$ cat src/rtl/mux_2to1_stream_arb.sv
// Merges two valid/ready byte streams into one registered output stream tagged with its source.
// Define RR_ARB_EN for round-robin arbitration; the default build uses fixed priority (i0 wins).
module mux_2to1_stream_arb #(
    parameter int width = 8
) (
    input  logic             clk,
    input  logic             rst_n,
    input  logic [width-1:0] i0,
    input  logic             i0_valid,
    output logic             i0_ready,
    input  logic [width-1:0] i1,
    input  logic             i1_valid,
    output logic             i1_ready,
    output logic [width-1:0] o,
    output logic             o_valid,
    input  logic             o_ready,
    output logic             o_sel
);

    typedef enum logic {
        EMPTY,
        FULL
    } state_t;

    state_t state;
    state_t state_next;
    logic   last_sel;
    logic   can_load;
    logic   grant0;
    logic   grant1;
    logic   load;

    always_comb begin
        grant0 = 1'b0;
        grant1 = 1'b0;
        if (i0_valid && i1_valid) begin
`ifdef RR_ARB_EN
            grant0 = last_sel;
            grant1 = !last_sel;
`else
            grant0 = 1'b1;
`endif
        end else begin
            grant0 = i0_valid;
            grant1 = i1_valid;
        end
    end

`ifndef RR_ARB_EN
    // Under fixed priority the last grant is tracked but never steers the arbiter.
    logic unused_last_sel;
    assign unused_last_sel = last_sel;
`endif

    always_ff @(posedge clk or negedge rst_n) begin
        if (!rst_n) begin
            state <= EMPTY;
        end else begin
            state <= state_next;
        end
    end

    // Readies are gated by rst_n so no source is accepted while reset is held.
    always_comb begin
        state_next = state;
        can_load   = (state == EMPTY) || o_ready;
        i0_ready   = rst_n && can_load && grant0;
        i1_ready   = rst_n && can_load && grant1;
        load       = i0_ready || i1_ready;
        case (state)
            EMPTY: if (load) state_next = FULL;
            FULL:  if (o_ready && !load) state_next = EMPTY;
            default: state_next = EMPTY;
        endcase
    end

    assign o_valid = (state == FULL);

    // last_sel resets to 1 so that the first contention goes to i0.
    always_ff @(posedge clk or negedge rst_n) begin
        if (!rst_n) begin
            o        <= '0;
            o_sel    <= 1'b0;
            last_sel <= 1'b1;
        end else if (load) begin
            o        <= grant1 ? i1 : i0;
            o_sel    <= grant1;
            last_sel <= grant1;
        end
    end

endmodule

$ cat config.mk
export PLATFORM = sky130hd
export DESIGN_NAME = mux_2to1_stream_arb
export DESIGN_NICKNAME = d
export VERILOG_FILES = /design/src/rtl/mux_2to1_stream_arb.sv
export SDC_FILE = /design/constraint.sdc
export NUM_CORES = 1
export LEC_CHECK = 0
export CORE_MARGIN = 5
export CORE_UTILIZATION = 37
export CTS_CLUSTER_SIZE = 28
export DETAILED_ROUTE_END_ITERATION = 10
export GPL_ROUTABILITY_DRIVEN = 0
export MAX_ROUTING_LAYER = met4
export PLACE_DENSITY = 0.79
export SLEW_MARGIN = 40
export SYNTH_ARGS = -nofsm -noshare
export SYNTH_HDL_FRONTEND = slang
export SYNTH_SLANG_ARGS = --single-unit
$ cat constraint.sdc
create_clock -name clk -period 3.25 [get_ports clk]
set_clock_uncertainty 0.1 [all_clocks]
set_input_delay 0.325 -clock clk [delete_from_list [all_inputs] [get_ports clk]]
set_output_delay 0.325 -clock clk [all_outputs]
set_load 0.02 [all_outputs]
# Word-level counts from Yosys, hierarchy flattened
# Cells that the tools add are included.
dict set report totals {
  ff_bits 10
  word_cells 18
  in_bits 21
}
dict set report classes {
  n_bitwise 1
  muxes 6
  reduce_logical 8
}
# op n
set op_table {}
lappend op_table {{8-bit two-way mux} 1}
lappend op_table {{1-bit logical AND} 5}
lappend op_table {{1-bit two-way mux} 4}
lappend op_table {{1-bit logical OR} 2}
lappend op_table {{1-bit one-hot mux with 2 select lines} 1}
lappend op_table {{1-bit zero test} 1}
lappend op_table {{1-bit NOT} 1}

# Depth between registers and ports, before layout
dict set report logic_depth {
  depth_word 9
  depth_mapped 4
  ltp_nobuf 3
}

# Worst setup path after synthesis
# OpenSTA, ideal clock, no wires.
dict set report synth_timing {
  path_kind {input port to flip-flop}
  from {input port i1_valid}
  to {register o[0]}
  slack_ps 1861
  t_arrival_ps 1165
  required_ps 3025
  path_stages 4
  path_cell_list {nor2b_1 -> buf_6 -> mux2_4 -> mux2_2}
}
dict set report synth_between {
  elab_chain_len 4
  word_cells_on_any_way 7
  cone_classes {mux: 3; reduce/logical: 4}
}
# item line_no
set synth_lines {}
lappend synth_lines {{start: declaration} 12} ;# input logic i1_valid,
lappend synth_lines {{1-bit logical AND} 36} ;# if (i0_valid && i1_valid) begin
lappend synth_lines {{1-bit two-way mux} 36}
lappend synth_lines {{1-bit logical AND (on tied branches)} {67, 68}}
lappend synth_lines {{1-bit logical OR} 69} ;# load = i0_ready || i1_ready;
lappend synth_lines {{end signal: assignment} 86} ;# o <= grant1 ? i1 : i0;
lappend synth_lines {{end: declaration} 14} ;# output logic [width-1:0] o,
# Several ways; a longest one is shown, not always the timed one.
# A chain may end at the register's enable or synchronous reset.

# Worst setup path in the final report
dict set report layout_timing {
  from {input port i1_valid}
  to {output port i1_ready}
}
dict set report layout_between {
  elab_chain_len 3
}
# item line_no
set layout_lines {}
lappend layout_lines {{1-bit logical AND} 36}
lappend layout_lines {{1-bit two-way mux (*)} 36}
lappend layout_lines {{1-bit logical AND (*)} 68} ;# i1_ready = rst_n && can_load && grant1;
lappend layout_lines {{end: declaration} 13} ;# output logic i1_ready,
# Every way passes the cells marked *; elsewhere a longest branch is shown, timed or not.

==> summary.md <==
| Metric | Value |
|---|---|
| Number of synthesized flops with an enable pin | 0 |
| Required time of the critical path | 2.82 ns |
| DP Cell Count | 83 |
| # nets final | 94 |
| Sequential-to-total area share from yosys stat | 0.4785 |
| R2R setup slack | 1.85 ns |
| Critical register-to-register path startpoint | o_valid$_DFF_PN0_ |
| Starting utilization of the core area | 0.3970 |
| Nature of the critical path startpoint | input pin |
| Netlist cell types | 11 |
| Cell count after synthesis | 35 |
| Data arrival at the endpoint of the critical path | 1.97 ns |
| Core region area | 0.001318 sq mm |
| Headroom to the max-slew limit | 0.6569 |
| Buffers added on ports | 32 |
| Cell area power density | 482.4 mW/mm^2 |
| Post-route setup TNS | 0 ns |
| Clock H-tree levels | 1 |
| Antenna diode count | 0 |
| Worst min-delay path class | in2async |
| Slowest CP cell | clkdlybuf4s50_1 |
| Worst path cell trace | clkdlybuf4s50_1 > nor2b_1 > buf_4 > and3_1 > clkdlybuf4s50_1 |
| Routed wirelength normalized by instance count | 14.93 um |
| Die area | 0.002265 sq mm |
| Footprint of the multi-input gates | 261.5 sq um |
| Fill cell total of the finished layout | 105 |
| Wire length of the first global-routing pass | 2.014 mm |
| Capture instance of the worst register-to-register path | o[6]$_DFFE_PN0P_ |
| Synthesis-stage register bit count | 10 |
| HPWL reported at the end of detailed placement | 1.043 mm |
| Maximum buffer depth of the clock tree | 2 |
| Maxcap violations | 0 |
| Proportion of layout cells with a drive suffix above 1 | 0.3194 |
| Async SR Flop Fraction | 1.000 |
| Most frequent cell after synthesis | dfrtp_1 |
| Fmax | 418.3 MHz |
| Number of buffers inserted for hold repair after clock tree synthesis | 0 |
| Crit path max-delay family | buffers and inverters |
| Initial DRC count | 4 |
| Syn Nets | 56 |
| Post-detailed-route count of antenna-violating nets | 0 |
| Non-filler instance count after layout | 87 |
| Core Util, Final | 0.6847 |
| Reported leakage power | 0.3925 nW |
| Post-synthesis to final-layout area growth | 72.49% |
| Number of gates resized after cts | 0 |
| Class of the most critical setup path | in2out |
| Vias in the first global route | 453 |
| Number of vias per cell after detailed routing | 4.874 |
| Pwr Total | 435.2 uW |
| Share of the synthesized area in the top cell type | 0.4785 |
| Cell accounting for the most synthesized area | dfrtp_1 |
| Number of ports placed on the die boundary | 33 |
| RSZ-0062 raised after global routing | false |
| Number of antenna violations at the first check in global routing | 0 |
| Total of endpoints with negative setup slack in the final report | 0 |
| Worst path most repeated cell | clkdlybuf4s50_1 |
| Number of hold violations in the final report | 0 |
| TritonRoute pass-1 iters | 2 |
| Status | complete, no violations |
| GRT Util Overall | 0.1417 |
| Min Tclk post-route | 2.391 ns |
| Clock buffers created by TritonCTS | 3 |
| Maximum vdd drop | 294.0 uV |
| Part of the cycle the worst path needs | 0.7357 |
| Wire length reported by the detailed router | 1.299 mm |
| Worst Reg2Reg Path Length in Cells | 3 |
| Die width | 47.60 um |
| Largest net degree at the start of global routing | 10 |
| Cell types with the largest area share after synthesis | dfrtp_1, mux2_4, mux2_2, and3_1, o211ai_2 |
| Number of slew-limit violations in the final report | 0 |
| Area used by sequential logic in the layout | 250.2 sq um |
| Transition at the pin with the smallest max-transition slack | 0.5132 ns |
| GRT overflow | 0 |
| Clock transition at path regs | 0.07 ns |
| Commonest cells in the synthesized netlist | dfrtp_1, mux2_2, mux2_4 |
| Setup Fix Bufs, Post-CTS | 0 |
| Worst Setup End Kind | primary output |
| Cell chosen for the clock root | clkbuf_4 |
| DIE HEIGHT | 47.60 um |
| Bufs and invs on worst path | 3 |
| Vias after detailed routing | 424 |
| Clock net sink count | 10 |
| Worst hold slack | 0.2224 ns |
| Warning count from the yosys run | 0 |
| Netlist area before placement | 523.0 sq um |
| Number of remaining DRC errors | 0 |
| Clock latency on the worst-skew pair | 0.26 ns |
| Clock tree from TritonCTS | done |
| Highest net fanout along the worst path | 9 |
| Synthesized area per cell | 14.94 sq um |
| Max incr delay on CP | 0.60 ns |
| Row count | 13 |
| Post-synth top flop | dfrtp_1 |
==> worst reg2reg max path, cell delays in order (launching register included) <==
cell and delay [ns]:
dfrtp_1 0.38, nand2b_1 0.19, o211ai_2 0.27, mux2_2 0.35
==> power by group <==
group | switching, mW | internal, mW
clock | 0.0430 | 0.0680
combinational | 0.0673 | 0.0967
sequential | 0.0115 | 0.149
total | 0.122 | 0.313
==> sequential cells by signal, indices dropped and copies added (netlist names) <==
register / count
o_valid: 1
o_sel: 1
o: 8
==> placed cells by master, fill, tap and decap left out <==
master,n
buf_4,2
nor2b_1,1
clkbuf_4,3
nand2_1,1
mux2_2,8
nor2_1,1
dfrtp_1,10
o211ai_2,1
mux2_4,8
and3_1,2
nand2b_1,1
a31oi_1,1
clkbuf_8,1
clkdlybuf4s50_1,32
==> layer usage <==
layer  GRT usage  share of wire  wire [um]
met5           -              0          0
met4     0.08065          0.010         13
met3     0.05263          0.091        118
met2      0.2059           0.50        644
met1      0.1670           0.40        523
==> stage by stage <==
| stage | worst slack (ns) | area, sq um |
|---|---|---|
| after CTS | 0.8335 | 902.1 |
| after detailed placement | 0.8520 | 865.8 |
| after global routing | 0.7360 | 902.1 |
| final | 0.8591 | 902.1 |
| after global placement | 0.8604 | 865.8 |
| after floorplan | 1.861 | 523.0 |
==> kinds of logic (layout without fill, tap and decap cells) <==
group / count (synthesis) / count (layout) / share of synthesized area
AOI/OAI and AO/OA: 2 / 2 / 0.03589
and+or+nand+nor: 6 / 6 / 0.06220
buffers and inverters: 1 / 38 / 0.02153
muxes: 16 / 16 / 0.4019
DFF: 10 / 10 / 0.4785
==> worst max path at each step <==
stage | endpoint | cells past startpoint | start | slack (ns)
after floorplan | o[0]$_DFFE_PN0P_ | 4 | i1_valid | 1.86
after global placement | i1_ready | 5 | i1_valid | 0.86
after detailed placement | i1_ready | 5 | i1_valid | 0.85
after CTS | i1_ready | 5 | i1_valid | 0.83
after global routing | i1_ready | 5 | i1_valid | 0.74
final | i1_ready | 5 | i1_valid | 0.86
==> final cells by class <==
cell class	count	area share
Timing Repair Buffer	34	0.3717
Multi-Input combinational cell	24	0.2899
Sequential cell	10	0.2774
Clock buffer	4	0.04022
Tap cell	15	0.02080
Note: power is estimated with default switching activity, not from simulation.
